`config.mk`:
```
export PLATFORM = sky130hd
export DESIGN_NAME = universal_shift_register
export DESIGN_NICKNAME = d
export VERILOG_FILES = /design/src/rtl/usr_pkg.sv /design/src/rtl/usr_burst_ctrl.sv /design/src/rtl/universal_shift_register.sv
export SDC_FILE = /design/constraint.sdc
export NUM_CORES = 1
export LEC_CHECK = 0
export ABC_AREA = 1
export CAP_MARGIN = 20
export CORE_UTILIZATION = 49
export CTS_CLUSTER_DIAMETER = 40
export DETAILED_ROUTE_END_ITERATION = 16
export GPL_ROUTABILITY_DRIVEN = 0
export PLACE_DENSITY = 0.8
export SYNTH_ARGS = -nofsm -noshare
export SYNTH_HDL_FRONTEND = slang
export SYNTH_HIERARCHICAL = 1
export SYNTH_SLANG_ARGS = --single-unit
```
`constraint.sdc`:
```
create_clock -name clk -period 1.3 [get_ports clk]
set_input_delay 0.195 -clock clk [delete_from_list [all_inputs] [get_ports clk]]
set_output_delay 0.195 -clock clk [all_outputs]
set_load 0.01 [all_outputs]
```
`src/rtl/usr_pkg.sv`:
```
// Shared types and constants for the universal shift register.
// Mode encodings, burst direction constants and burst FSM states.
package usr_pkg;

  typedef enum logic [1:0] {
    MODE_HOLD = 2'b00,
    MODE_SHR  = 2'b01,
    MODE_SHL  = 2'b10,
    MODE_LOAD = 2'b11
  } mode_e;

  localparam logic DIR_R = 1'b0;
  localparam logic DIR_L = 1'b1;

  typedef enum logic {
    ST_IDLE  = 1'b0,
    ST_SHIFT = 1'b1
  } state_e;

endpackage

```
`src/rtl/usr_burst_ctrl.sv`:
```
// Burst controller: latches a burst request, saturates its length,
// and issues one shift per cycle until done.
// Ports: clk_i, rst_ni (async active-low), start_i/dir_i/cnt_i
// request; busy_o/done_o status; shift_en_o/shift_dir_o to datapath.
module usr_burst_ctrl
  import usr_pkg::*;
#(
  parameter int WIDTH = 8,
  parameter int CW    = $clog2(WIDTH + 1)
) (
  input  logic          clk_i,
  input  logic          rst_ni,
  input  logic          start_i,
  input  logic          dir_i,
  input  logic [CW-1:0] cnt_i,
  output logic          busy_o,
  output logic          done_o,
  output logic          shift_en_o,
  output logic          shift_dir_o
);

  localparam logic [CW-1:0] WMAX = CW'(WIDTH);
  localparam logic [CW-1:0] ONE  = CW'(1);
  localparam logic [CW-1:0] ZERO = '0;

  state_e        state_q, state_d;
  logic [CW-1:0] rem_q, rem_d;
  logic          dir_q, dir_d;
  logic          done_q, done_d;
  logic [CW-1:0] cnt_sat;

  // Bursts longer than the register would only flush
  // sin through again; clamp to one full width.
  assign cnt_sat = (cnt_i > WMAX) ? WMAX : cnt_i;

  always_comb begin
    state_d = state_q;
    rem_d   = rem_q;
    dir_d   = dir_q;
    done_d  = 1'b0;
    unique case (state_q)
      ST_IDLE: begin
        if (start_i) begin
          dir_d = dir_i;
          rem_d = cnt_sat;
          // A zero-length burst still completes the
          // handshake so the requester is not left waiting.
          if (cnt_sat == ZERO) begin
            done_d = 1'b1;
          end else begin
            state_d = ST_SHIFT;
          end
        end
      end
      ST_SHIFT: begin
        rem_d = rem_q - ONE;
        if (rem_q == ONE) begin
          state_d = ST_IDLE;
          done_d  = 1'b1;
        end
      end
      default: begin
        state_d = ST_IDLE;
      end
    endcase
  end

  always_ff @(posedge clk_i or negedge rst_ni) begin
    if (!rst_ni) begin
      state_q <= ST_IDLE;
      rem_q   <= '0;
      dir_q   <= DIR_R;
      done_q  <= 1'b0;
    end else begin
      state_q <= state_d;
      rem_q   <= rem_d;
      dir_q   <= dir_d;
      done_q  <= done_d;
    end
  end

  assign busy_o      = (state_q == ST_SHIFT);
  assign done_o      = done_q;
  assign shift_en_o  = (state_q == ST_SHIFT);
  assign shift_dir_o = dir_q;

endmodule

```
`src/rtl/universal_shift_register.sv`:
```
// Universal shift register: hold/shift-right/shift-left/load plus
// an autonomous burst shifter. Ports: clk, rst (async active-low),
// en/mode/sin/pin, start/dir/cnt, pout/sout_r/sout_l, busy/done.
module universal_shift_register
  import usr_pkg::*;
#(
  parameter  int WIDTH = 8,
  localparam int CW    = $clog2(WIDTH + 1)
) (
  input  logic             clk,
  input  logic             rst,
  input  logic             en,
  input  logic [1:0]       mode,
  input  logic             sin,
  input  logic [WIDTH-1:0] pin,
  input  logic             start,
  input  logic             dir,
  input  logic [CW-1:0]    cnt,
  output logic [WIDTH-1:0] pout,
  output logic             sout_r,
  output logic             sout_l,
  output logic             busy,
  output logic             done
);

  logic [WIDTH-1:0] q_q, q_d;
  logic             shift_en;
  logic             shift_dir;
  logic             mode_ok;
  logic [WIDTH-1:0] q_shr;
  logic [WIDTH-1:0] q_shl;

  usr_burst_ctrl #(
    .WIDTH (WIDTH),
    .CW    (CW)
  ) u_ctrl (
    .clk_i       (clk),
    .rst_ni      (rst),
    .start_i     (start),
    .dir_i       (dir),
    .cnt_i       (cnt),
    .busy_o      (busy),
    .done_o      (done),
    .shift_en_o  (shift_en),
    .shift_dir_o (shift_dir)
  );

  assign q_shr = {sin, q_q[WIDTH-1:1]};
  assign q_shl = {q_q[WIDTH-2:0], sin};

  // start outranks en in IDLE; mode is ignored while a burst runs.
  assign mode_ok = en && !start && !busy;

  always_comb begin
    q_d = q_q;
    unique case (1'b1)
      shift_en: begin
        q_d = (shift_dir == DIR_L) ? q_shl : q_shr;
      end
      mode_ok: begin
        unique case (mode_e'(mode))
          MODE_HOLD: q_d = q_q;
          MODE_SHR:  q_d = q_shr;
          MODE_SHL:  q_d = q_shl;
          MODE_LOAD: q_d = pin;
          default:   q_d = q_q;
        endcase
      end
      default: begin
        q_d = q_q;
      end
    endcase
  end

  always_ff @(posedge clk or negedge rst) begin
    if (!rst) begin
      q_q <= '0;
    end else begin
      q_q <= q_d;
    end
  end

  assign pout   = q_q;
  assign sout_r = q_q[0];
  assign sout_l = q_q[WIDTH-1];

endmodule
```
# [Yosys cells after proc, flatten, opt, wreduce, memory -nomap -nowiden]
# Cells that the tools add are included.
[totals] ff_bits=15 in_bits=20 output_inout_bits=12 elab_cells=37
[classes] addsub=1 magnitude_cmp=1 eq_ne=6 muxes=14 bitwise_logic=1 reduce_logical=9
[op_table] cell="one-hot mux 8 bit (3 select lines)" count=1
[op_table] cell="one-hot mux 8 bit (2 select lines)" count=1
[op_table] cell="two-way mux 4 bit" count=2
[op_table] cell="two-way mux 8 bit" count=1
[op_table] cell="one-hot mux 4 bit (2 select lines)" count=1
[op_table] cell="two-way mux 1 bit" count=6
[op_table] cell="== test 2 bit (second input constant)" count=2
[op_table] cell="== test 4 x 1 -> 1 bit (second input constant)" count=1
[op_table] cell="greater-than comparator 4 bit (second input constant)" count=1
[op_table] cell="logical NOT 4 bit" count=1
[op_table] cell="!= test 2 bit (second input constant)" count=2
[op_table] cell="one-hot mux 1 bit (2 select lines)" count=2
[op_table] cell="AND reduction 2 bit" count=2
[op_table] cell="subtractor 4 x 1 -> 4 bit (second input constant)" count=1
[op_table] cell="== test 2 x 1 -> 1 bit (second input constant)" count=1
[op_table] cell="logical AND 1 bit" count=2
[op_table] cell="logical NOT 1 bit" count=2
[op_table] cell="logical NOT 2 bit" count=1
[op_table] cell="nonzero test 2 bit" count=1
[op_table] cell="inverter 1 bit" count=1

# [Depth between registers and ports, before layout]
# Gate-level depths: netlist of the first run.
[depth] ltp_word=6 mapped_depth=8

# [By module]
# The synthesis of the first run kept the hierarchy.
[modules_own_cells] module="universal_shift_register" instances=1 cells_per_inst=137 area_each_um2=839.6 seq_area_each_um2=200.2
[modules_own_cells] module="usr_burst_ctrl" instances=1 cells_per_inst=56 area_each_um2=419.2 seq_area_each_um2=175.2

# [Worst setup path before layout of the first run]
# No wires, ideal clock.
[synth_timing] path_type="register to register" start="register u_ctrl.state_q, in the netlist u_ctrl/busy_o" end="register q_q[6], in the netlist pout[6]" setup_ns=0.117 t_arrival_ns=1.076 required_time_ns=1.183 slack_ns=0.107 stages_incl_launch_ff=8 path_buffers=1 cell_sequence="dfrtp_1 nor2_4 nand2_4 buf_6 nor2_2 nand2_1 nand3_1 nand2_1"
[synth_between] elab_chain_len=4
[synth_lines] item="from (decl)" line="usr_burst_ctrl.sv:26" source="state_e state_q, state_d;"
[synth_lines] item="from (signal assigned)" line="usr_burst_ctrl.sv:75" source="state_q <= state_d;"
[synth_lines] item="logical NOT 1 bit" line="universal_shift_register.sv:52" source="assign mode_ok = en && !start && !busy;"
[synth_lines] item="logical AND 1 bit" line="universal_shift_register.sv:52"
[synth_lines] item="!= test 2 bit (no source line) or nonzero test 2 bit (tied branches)"
[synth_lines] item="AND reduction 2 bit (no source line)"
[synth_lines] item="to (signal assigned)" line="universal_shift_register.sv:79" source="q_q <= q_d;"
[synth_lines] item="to (decl)" line="universal_shift_register.sv:26" source="logic [WIDTH-1:0] q_q, q_d;"
# Parallel ways exist; a longest one is shown, timed or not.
# A chain may end at the register's enable or synchronous reset.

# [Worst setup path after layout of the first run]
[layout_timing] start="input en" end="register q_q[1], in the netlist pout[1]"
[layout_between] elab_chain_len=4
[layout_lines] item="from (decl)" line="universal_shift_register.sv:12" source="input logic en,"
[layout_lines] item="logical AND 1 bit * (2 in series)" line="universal_shift_register.sv:52"
[layout_lines] item="!= test 2 bit (no source line) or nonzero test 2 bit (tied branches)"
[layout_lines] item="AND reduction 2 bit (no source line)"
# Mark *: on every way between the ends. The rest lies on a longest branch, timed or not.

==> flow_summary.ini, run 1 <==
[critical_path]
crit_start = en
cp_slowest_cell = clkdlybuf4s50_1
crit_chain = clkdlybuf4s50_1 > buf_4 > nand3_4 > nand2_8 > nand3_1 > nand2_1
crit_type = input pin to flop
cp.required_ns = 1.53
rr_worst_depth = 6
critPathLaunchType = input pin
cp_data_arrival_time_ns = 1.53
path_max_fanout = 8
endpoint = pout[1]$_DFFE_PN0P_
slowest_delay_ns = 0.69
r2r-start = u_ctrl/busy_o$_DFF_PN0_
reg2reg_to = pout[1]$_DFFE_PN0P_
critical_path_depth = 6
cpLargestDelayFamily = buffers and inverters
reg2reg_slack_ns = 0.01
cp-end-kind = flop
worst-path-buf-inv = 2

[place]
dp_cells = 260
dp_hpwl_um = 2468
io_buffers = 31
dp_slack_ns = -0.1479

[layout]
drive_above_1_share = 0.1792
multi_input_area_um2 = 760.7
num_antenna_cells = 0
layout_commonest_cell = nand2_1
regArea_um2 = 375.4
fin_nets = 263
area_delta_synth_final_pct = 40.56
mostFrequentLayoutCells = nand2_1, nand3_1, inv_1
nFillCells = 217
fin_cells = 270

[sta]
finalClockSkew_ns = 0.01453
finalCritPeriodShare = 0.9988
tightestPinTransition_ns = 0.3643
drv_slew = 0
finalHoldViolations = 0
fin_ws_ns = 0.001548
fmax_ghz = 0.7701
setup_violations = 0
rsz0062_at_grt = yes
max-slew-margin-rel = 0.7564
period_needed_ns = 1.298

[worst_hold_path]
hp-class = input pin to asynchronous set/reset pin

[synthesis]
syn-cell-area_um2 = 1259
postSynthAreaPerCell_um2 = 6.522
synth_nets = 215
ys_types = 20
syn_inst = 193
synth-seq-cells = 15
yosysTopAreaCell = dfrtp_1
yosysTopAreaCellShare = 0.2982
ys_seq_area_frac = 0.2982
synth_area_leaders = dfrtp_1, nand3_1, nand2_1
ys.warnings.count = 6

[clock_network]
hold_buffers = 0
cts_tree = built
cts_root_buf = clkbuf_4
cts_buffer_depth = 2
clk_pin_slew_ns = 0.10
clock_sinks = 15
clkLatencyLatePin_ns = 0.29
htree_num_levels = 1
cts_made_buffers = 3

[die]
ios = 32
fp.dieH_um = 52.69
die_area_um2 = 2776
coreArea_um2 = 2455
die_w_um = 52.69
rows = 18
initial_utilization = 0.5127

[routing]
via_count = 1425
routed_wl_um = 3548
vias_per_cell = 5.278
drcViolationCount = 0
wire_per_inst_um = 13.14
ant_nets = 0
drt_iter0_markers = 45
dr.pass1.iters = 6

[global_route]
first_global_vias = 1284
antenna_found_initial = 0
grt_max_degree = 25
grt_pass1_wl_um = 5271
grt_usage = 0.2616
grt-ovfl-total = 0

[power]
power_mw = 3.205
ir_drop_v = 0.001537
p_leak_nw = 0.9347
power_density_nw_per_um2 = 1811

[flow_run]
maxCapViolCount = 0

[run_status]
outcome = finished, final reports clean
-- state kept, by name, indices dropped and copies added, names as in the netlist --
signal	flops
u_ctrl/done_o	1
u_ctrl/shift_dir_o	1
pout	8
u_ctrl/busy_o	1
u_ctrl/rem_q	4
-- stage by stage --
step / utilization / hold slack (ns) / instance area (µm²) / setup TNS (ns)
final: 0.7207 / 0.2320 / 1769 / 0
after global routing: 0.7207 / 0.2288 / 1769 / -0.1173
after CTS: 0.6901 / 0.2242 / 1694 / 0
after detailed placement: 0.6728 / 0.5358 / 1652 / -1.460
after global placement: 0.6728 / 0.5221 / 1652 / -0.9889
after floorplan: - / -0.1006 / 1259 / 0
-- how the worst min path moves through the flow --
stage,startpoint,to,slack (ns),cells past startpoint
finish,rst,pout[3]$_DFFE_PN0P_,0.23,2
global route,rst,pout[3]$_DFFE_PN0P_,0.23,2
CTS,rst,pout[3]$_DFFE_PN0P_,0.22,2
detailed placement,u_ctrl/rem_q[1]$_DFFE_PN0P_,u_ctrl/rem_q[1]$_DFFE_PN0P_,0.54,2
global placement,rst,pout[5]$_DFFE_PN0P_,0.52,2
floorplan,rst,pout[0]$_DFFE_PN0P_,-0.10,0
-- routing by layer --
layer  GRT usage  part of all wire  up-vias
met3     0.03478             0.061       20
met2      0.4641              0.51       74
met1      0.2937              0.39      634
li1            -                 -      697
met5           0                 0        -
met4      0.1535             0.037        0
-- report_power, final --
| part | internal [mW] | switching [mW] |
|---|---|---|
| clock | 0.119 | 0.150 |
| sequential | 0.686 | 0.128 |
| combinational | 0.909 | 1.21 |
| total | 1.71 | 1.49 |
-- logic make-up (layout without fill, tap and decap cells) --
kind of cell / after synthesis / in the layout / synth area share
DFF: 15 / 15 / 0.2982
and+or+nand+nor: 135 / 137 / 0.5129
buffers and inverters: 38 / 83 / 0.1551
adders and majority gates: 2 / 2 / 0.01988
AOI/OAI and AO/OA: 3 / 3 / 0.01392
-- cell usage after synthesis --
cell type / n
o211ai_1: 1
nand2_1: 57
buf_6: 4
inv_2: 1
nand2_4: 4
nor2_2: 2
buf_4: 5
nand3_1: 48
nor2_1: 17
inv_1: 26
nand3_4: 1
o21ai_0: 2
nand4_1: 1
dfrtp_1: 15
clkbuf_2: 1
and3_1: 1
nor2_4: 3
ha_1: 2
inv_4: 1
nand2_2: 1
-- layout make-up --
cell class | instances | share of cell area
Multi-Input combinational cell | 142 | 0.4300
Timing Repair Buffer | 51 | 0.2610
Tap cell | 30 | 0.02122
Inverter | 28 | 0.06082
Clock buffer | 4 | 0.01485
Sequential cell | 15 | 0.2122
-- repair_timing --
action / 4_1_cts / 5_1_grt
setup endpoints to repair: 12 / 10
pin swaps: 0 / 8
gates cloned: 0 / 2
setup buffers: 3 / 2
gates resized for setup: 13 / 8
Note: power is estimated with default switching activity, not from simulation.
==> inputs of run 2 (changes only) <==
--- a/config.mk
+++ b/config.mk
@@ -7,12 +7,11 @@
 export LEC_CHECK = 0
 export ABC_AREA = 1
 export CAP_MARGIN = 20
-export CORE_UTILIZATION = 49
+export CORE_UTILIZATION = 50
 export CTS_CLUSTER_DIAMETER = 40
 export DETAILED_ROUTE_END_ITERATION = 16
 export GPL_ROUTABILITY_DRIVEN = 0
-export PLACE_DENSITY = 0.8
+export PLACE_DENSITY = 0.83
 export SYNTH_ARGS = -nofsm -noshare
 export SYNTH_HDL_FRONTEND = slang
-export SYNTH_HIERARCHICAL = 1
 export SYNTH_SLANG_ARGS = --single-unit
==> constraint.sdc (replaced) <==
create_clock -name clk -period 1.5 [get_ports clk]
set_input_delay 0.225 -clock clk [delete_from_list [all_inputs] [get_ports clk]]
set_output_delay 0.225 -clock clk [all_outputs]
set_load 0.01 [all_outputs]
==> run 2 against run 1 <==
Compared with the run above: utilization rose by 0.46 points; final area fell by 10%; sequential power fell by 0.7%; critical path depth fell by 5; flip-flop and latch count did not move; count of clock-buffer cells in the layout did not move; cell count fell by 7.8%; synthesized cell count fell by 6.7%; largest cell class unchanged.
==> flow_summary.ini, run 2 <==
[clock_network]
clock_sinks = 15
htree_num_levels = 1
cts_buffer_depth = 2
cts_root_buf = clkbuf_4
cts_tree = built
clkLatencyLatePin_ns = 0.28
cts_made_buffers = 3
hold_buffers = 0
clk_pin_slew_ns = 0.09

[synthesis]
synth-seq-cells = 15
post-synth-top-count-cell = nand2_1
ys_types = 22
synth-edff-count = 0
syn-cell-area_um2 = 1152
yosysTopAreaCell = dfrtp_1
ys.warnings.count = 0
synth_area_leaders = dfrtp_1, nand2_1, nand3_1
ys_seq_area_frac = 0.3257
postSynthAreaPerCell_um2 = 6.402
yosysTopAreaCellShare = 0.3257
synth_common_cells = nand2_1, nand3_1, inv_1
synth_nets = 202
synth_flop_cell = dfrtp_1
syn_inst = 180
synthArstFlopShare = 1.000

[die]
ios = 32
die_area_um2 = 2501
coreArea_um2 = 2191
die_w_um = 50.01
initial_utilization = 0.5260
rows = 17
fp.dieH_um = 50.01

[sta]
finalCritPeriodShare = 0.9705
finalHoldViolations = 0
finalClockSkew_ns = 0.002201
max-slew-margin-rel = 0.8002
period_needed_ns = 1.456
drv_slew = 0
fmax_ghz = 0.6869
setup_violations = 0
tightestPinTransition_ns = 0.2997

[global_route]
grt_usage = 0.2640
grt_pass1_wl_um = 5085
grt-ovfl-total = 0
first_global_vias = 1144
antenna_found_initial = 0
grt_max_degree = 17

[critical_path]
cp_slowest_cell = clkdlybuf4s50_1
cp-end-kind = output pin
cp_data_arrival_time_ns = 1.23
worst-path-buf-inv = 1
crit_type = flop to output pin
crit_chain = clkdlybuf4s50_1
critPathLaunchType = flop
cpLargestDelayFamily = buffers and inverters
slowest_delay_ns = 0.55
path_max_fanout = 4
cp.required_ns = 1.27

[layout]
fin_nets = 244
area_delta_synth_final_pct = 37.89
largest_reg_flops = 8
layout_commonest_cell = nand2_1
finalCoreUtilization = 0.7253
drive_above_1_share = 0.1312
num_antenna_cells = 0
mostFrequentLayoutCells = nand2_1, nand3_1, clkdlybuf4s50_1

[run_status]
outcome = finished, final reports clean

[power]
power_density_nw_per_um2 = 1668
ir_drop_v = 0.001105
p_leak_nw = 0.8186
power_mw = 2.651

[routing]
ant_nets = 0
via_count = 1289
drt_iter0_markers = 21
drcViolationCount = 0
wire_per_inst_um = 12.50
routed_wl_um = 3113
vias_per_cell = 5.177
dr.pass1.iters = 4

[flow_run]
maxCapViolCount = 0

[place]
dp_hpwl_um = 2282
io_buffers = 31

[worst_hold_path]
hp-class = input pin to asynchronous set/reset pin
[run 2: final timing paths]
kind | start | endpoint | slack [ns] | depth (start not counted)
worst max-delay path | pout[7]$_DFFE_PN0P_ | sout_l | 0.04 | 1
worst min-delay path | rst | pout[5]$_DFFE_PN0P_ | 0.26 | 2
worst max register to register | u_ctrl.shift_dir_o$_DFFE_PN0P_ | pout[2]$_DFFE_PN0P_ | 0.19 | 5
worst min register to register | u_ctrl.rem_q[0]$_DFFE_PN0P_ | u_ctrl.rem_q[0]$_DFFE_PN0P_ | 0.55 | 1
max in group asynchronous | rst | u_ctrl.busy_o$_DFF_PN0_ | 1.05 | 2
min in group clk | dir | u_ctrl.shift_dir_o$_DFFE_PN0P_ | 0.51 | 3
[run 2: cell families (layout without fill, tap and decap cells)]
logic type	count (synthesis)	count (layout)	share of synthesized area
simple gates	117	117	0.4430
xor+xnor	1	1	0.007602
compound gates	10	10	0.06298
flops	15	15	0.3257
buf+inv	35	76	0.1390
fa+ha+maj	2	2	0.02171
[run 2: final cells by class]
class,instances,area [µm²]
multi-input combinational,130,616.8
tap,28,35.03
timing repair buffer,45,429.2
clock buffer,4,26.28
sequential,15,380.4
fill,175,601.8
inverter,27,101.3
[run 2: what timing repair did]
| item | in CTS | in global routing |
|---|---|---|
| endpoints found under the setup margin | 9 | 6 |
| setup buffers | 5 | 3 |
| gates resized for setup | 4 | 2 |
[run 2: per-stage QoR]
stage | TNS (ns) | hold slack (ns) | setup WS, ns | area [µm²] | std cells
after CTS | 0 | 0.2583 | 0.003159 | 1563 | 246
final | 0 | 0.2564 | 0.04423 | 1589 | 249
after global placement | 0 | 0.5157 | 0.06189 | 1496 | 237
after global routing | -0.02032 | 0.2692 | -0.01128 | 1589 | 249
after floorplan | 0 | -0.07059 | 0.3282 | 1152 | 180
after detailed placement | -0.002423 | 0.5369 | -0.002423 | 1496 | 237
[run 2: where the power goes]
| part | total (mW) | internal [mW] | switching, mW |
|---|---|---|---|
| sequential | 0.808 | 0.612 | 0.196 |
| combinational | 1.61 | 0.802 | 0.809 |
| clock | 0.232 | 0.103 | 0.129 |
| total | 2.65 | 1.52 | 1.13 |
[run 2: worst register-to-register path: stages, from the launching register on]
cell      delay [ns]
dfrtp_1         0.52
clkinv_1        0.31
nand2_1         0.14
nand3_1         0.09
nand3_1         0.10
nand2_1         0.06
[run 2: per-layer routing]
| layer | vias to the layer above | GRT usage | share of wire |
|---|---|---|---|
| li1 | 645 | - | - |
| met4 | 0 | 0.1048 | 0.021 |
| met1 | 578 | 0.3193 | 0.41 |
| met2 | 56 | 0.4689 | 0.51 |
| met5 | - | 0 | 0 |
| met3 | 10 | 0.02778 | 0.056 |
==> inputs of run 3 (changes only) <==
==> constraint.sdc (replaced) <==
create_clock -name clk -period 1.5 [get_ports clk]
set_input_delay 0.375 -clock clk [delete_from_list [all_inputs] [get_ports clk]]
set_output_delay 0.375 -clock clk [all_outputs]
set_load 0.01 [all_outputs]
==> run 3 against run 2 <==
Compared with the run above: clock power barely moved; die area stayed put; highest routed layer unchanged; routed wire length is 2.2% lower; count of clock-buffer cells in the layout unchanged; non-clock buffer count grew 4; total power is 1.6% lower; worst setup slack improved by 0.0099 ns; global-route usage rose by 0.43 points; hold slack improved by 0.14 ns.
==> flow_summary.ini, run 3 (synthesis gave the netlist of run 2 again) <==
[run_status]
outcome = finished, final reports clean

[critical_path]
reg2reg_slack_ns = 0.18
rr_worst_depth = 5
cp-end-kind = output pin
cp_data_arrival_time_ns = 1.07
crit_chain = buf_4 > dlygate4sd2_1
cp.required_ns = 1.12
reg2reg_to = pout[1]$_DFFE_PN0P_
crit_type = flop to output pin
cp_slowest_cell = dfrtp_1
r2r-start = u_ctrl.shift_dir_o$_DFFE_PN0P_
critPathLaunchType = flop
slowest_delay_ns = 0.39
path_max_fanout = 2

[die]
die_area_um2 = 2501
fp.dieH_um = 50.01
coreArea_um2 = 2191
ios = 32
rows = 17
die_w_um = 50.01
initial_utilization = 0.5260

[worst_hold_path]
hp-class = input pin to asynchronous set/reset pin

[global_route]
antenna_found_initial = 0
grt_max_degree = 17
grt-ovfl-total = 0
grt_pass1_wl_um = 5140
grt_usage = 0.2683
first_global_vias = 1220

[sta]
tightestPinTransition_ns = 0.2829
finalClockSkew_ns = 0.001247
setup_violations = 0
max-slew-margin-rel = 0.8102
drv_slew = 0
rsz0062_at_grt = no
finalHoldViolations = 0
period_needed_ns = 1.446
finalCritPeriodShare = 0.9639
fmax_ghz = 0.6916

[routing]
wire_per_inst_um = 12.04
dr.pass1.iters = 5
drt_iter0_markers = 64
routed_wl_um = 3046
via_count = 1280
vias_per_cell = 5.059
drcViolationCount = 0
ant_nets = 0

[place]
io_buffers = 31
dp_hpwl_um = 2340

[layout]
layout_commonest_cell = nand2_1
mostFrequentLayoutCells = nand2_1, nand3_1, inv_1
num_antenna_cells = 0
nFillCells = 181
area_delta_synth_final_pct = 38.87
finalCoreUtilization = 0.7304
drive_above_1_share = 0.1289
fin_nets = 248
largest_reg_flops = 8

[flow_run]
maxCapViolCount = 0

[clock_network]
cts_buffer_depth = 2
cts_made_buffers = 3
cts_root_buf = clkbuf_4
clock_sinks = 15
clk_pin_slew_ns = 0.09
hold_buffers = 0
htree_num_levels = 1
clkLatencyLatePin_ns = 0.28
cts_tree = built

[power]
power_mw = 2.608
p_leak_nw = 0.8527
ir_drop_v = 0.001016
power_density_nw_per_um2 = 1630
[run 3: layer usage]
metal / global-route usage / vias to the layer above / part of all wire
met5: 0 / - / 0
met4: 0.09048 / 0 / 0.0089
li1: - / 649 / -
met2: 0.5067 / 43 / 0.54
met1: 0.3037 / 584 / 0.41
met3: 0.03086 / 4 / 0.048
[run 3: worst max path at each step]
| stage | from | end | depth (start not counted) |
|---|---|---|---|
| after floorplan | u_ctrl.busy_o$_DFF_PN0_ | pout[4]$_DFFE_PN0P_ | 7 |
| after global placement | mode[1] | pout[1]$_DFFE_PN0P_ | 7 |
| after detailed placement | mode[1] | pout[1]$_DFFE_PN0P_ | 8 |
| after CTS | pout[0]$_DFFE_PN0P_ | pout[0] | 2 |
| after global routing | mode[1] | pout[1]$_DFFE_PN0P_ | 8 |
| final | pout[0]$_DFFE_PN0P_ | sout_r | 2 |
[run 3: through the flow]
stage / setup slack [ns] / setup TNS, ns / cells / hold slack, ns / cell area (µm²)
final: 0.05409 / 0 / 253 / 0.3997 / 1600
after global routing: 0.001915 / 0 / 253 / 0.4020 / 1600
after CTS: 0.003676 / 0 / 252 / 0.3967 / 1590
after detailed placement: -0.1596 / -1.159 / 245 / 0.5372 / 1556
after global placement: -0.1213 / -0.7902 / 245 / 0.5147 / 1556
after floorplan: 0.3282 / 0 / 180 / 0.07941 / 1152
[run 3: cell type report]
cell class / count / area, µm² / share of cell area
Sequential cell: 15 / 375.4 / 0.2346
Inverter: 27 / 101.3 / 0.06333
Multi-Input combinational cell: 130 / 616.8 / 0.3855
Clock buffer: 4 / 26.28 / 0.01642
Tap cell: 28 / 35.03 / 0.02189
Timing Repair Buffer: 49 / 445.4 / 0.2783
[run 3: what timing repair did]
action	CTS	global route
endpoints found under the setup margin	12	2
resized for setup	12	2
setup buffers	3	1
[run 3: power by group]
| group | switching (mW) | internal (mW) | leakage, nW | total (mW) |
|---|---|---|---|---|
| Combinational | 0.868 | 0.765 | 0.653 | 1.63 |
| Sequential | 0.140 | 0.602 | 0.185 | 0.742 |
| Clock | 0.130 | 0.103 | 0.0150 | 0.233 |
[run 3: worst max-delay path, delay by kind of cell (launching register included)]
family / cells / cell delay, ns
flops: 1 / 0.39
buf+inv: 2 / 0.40
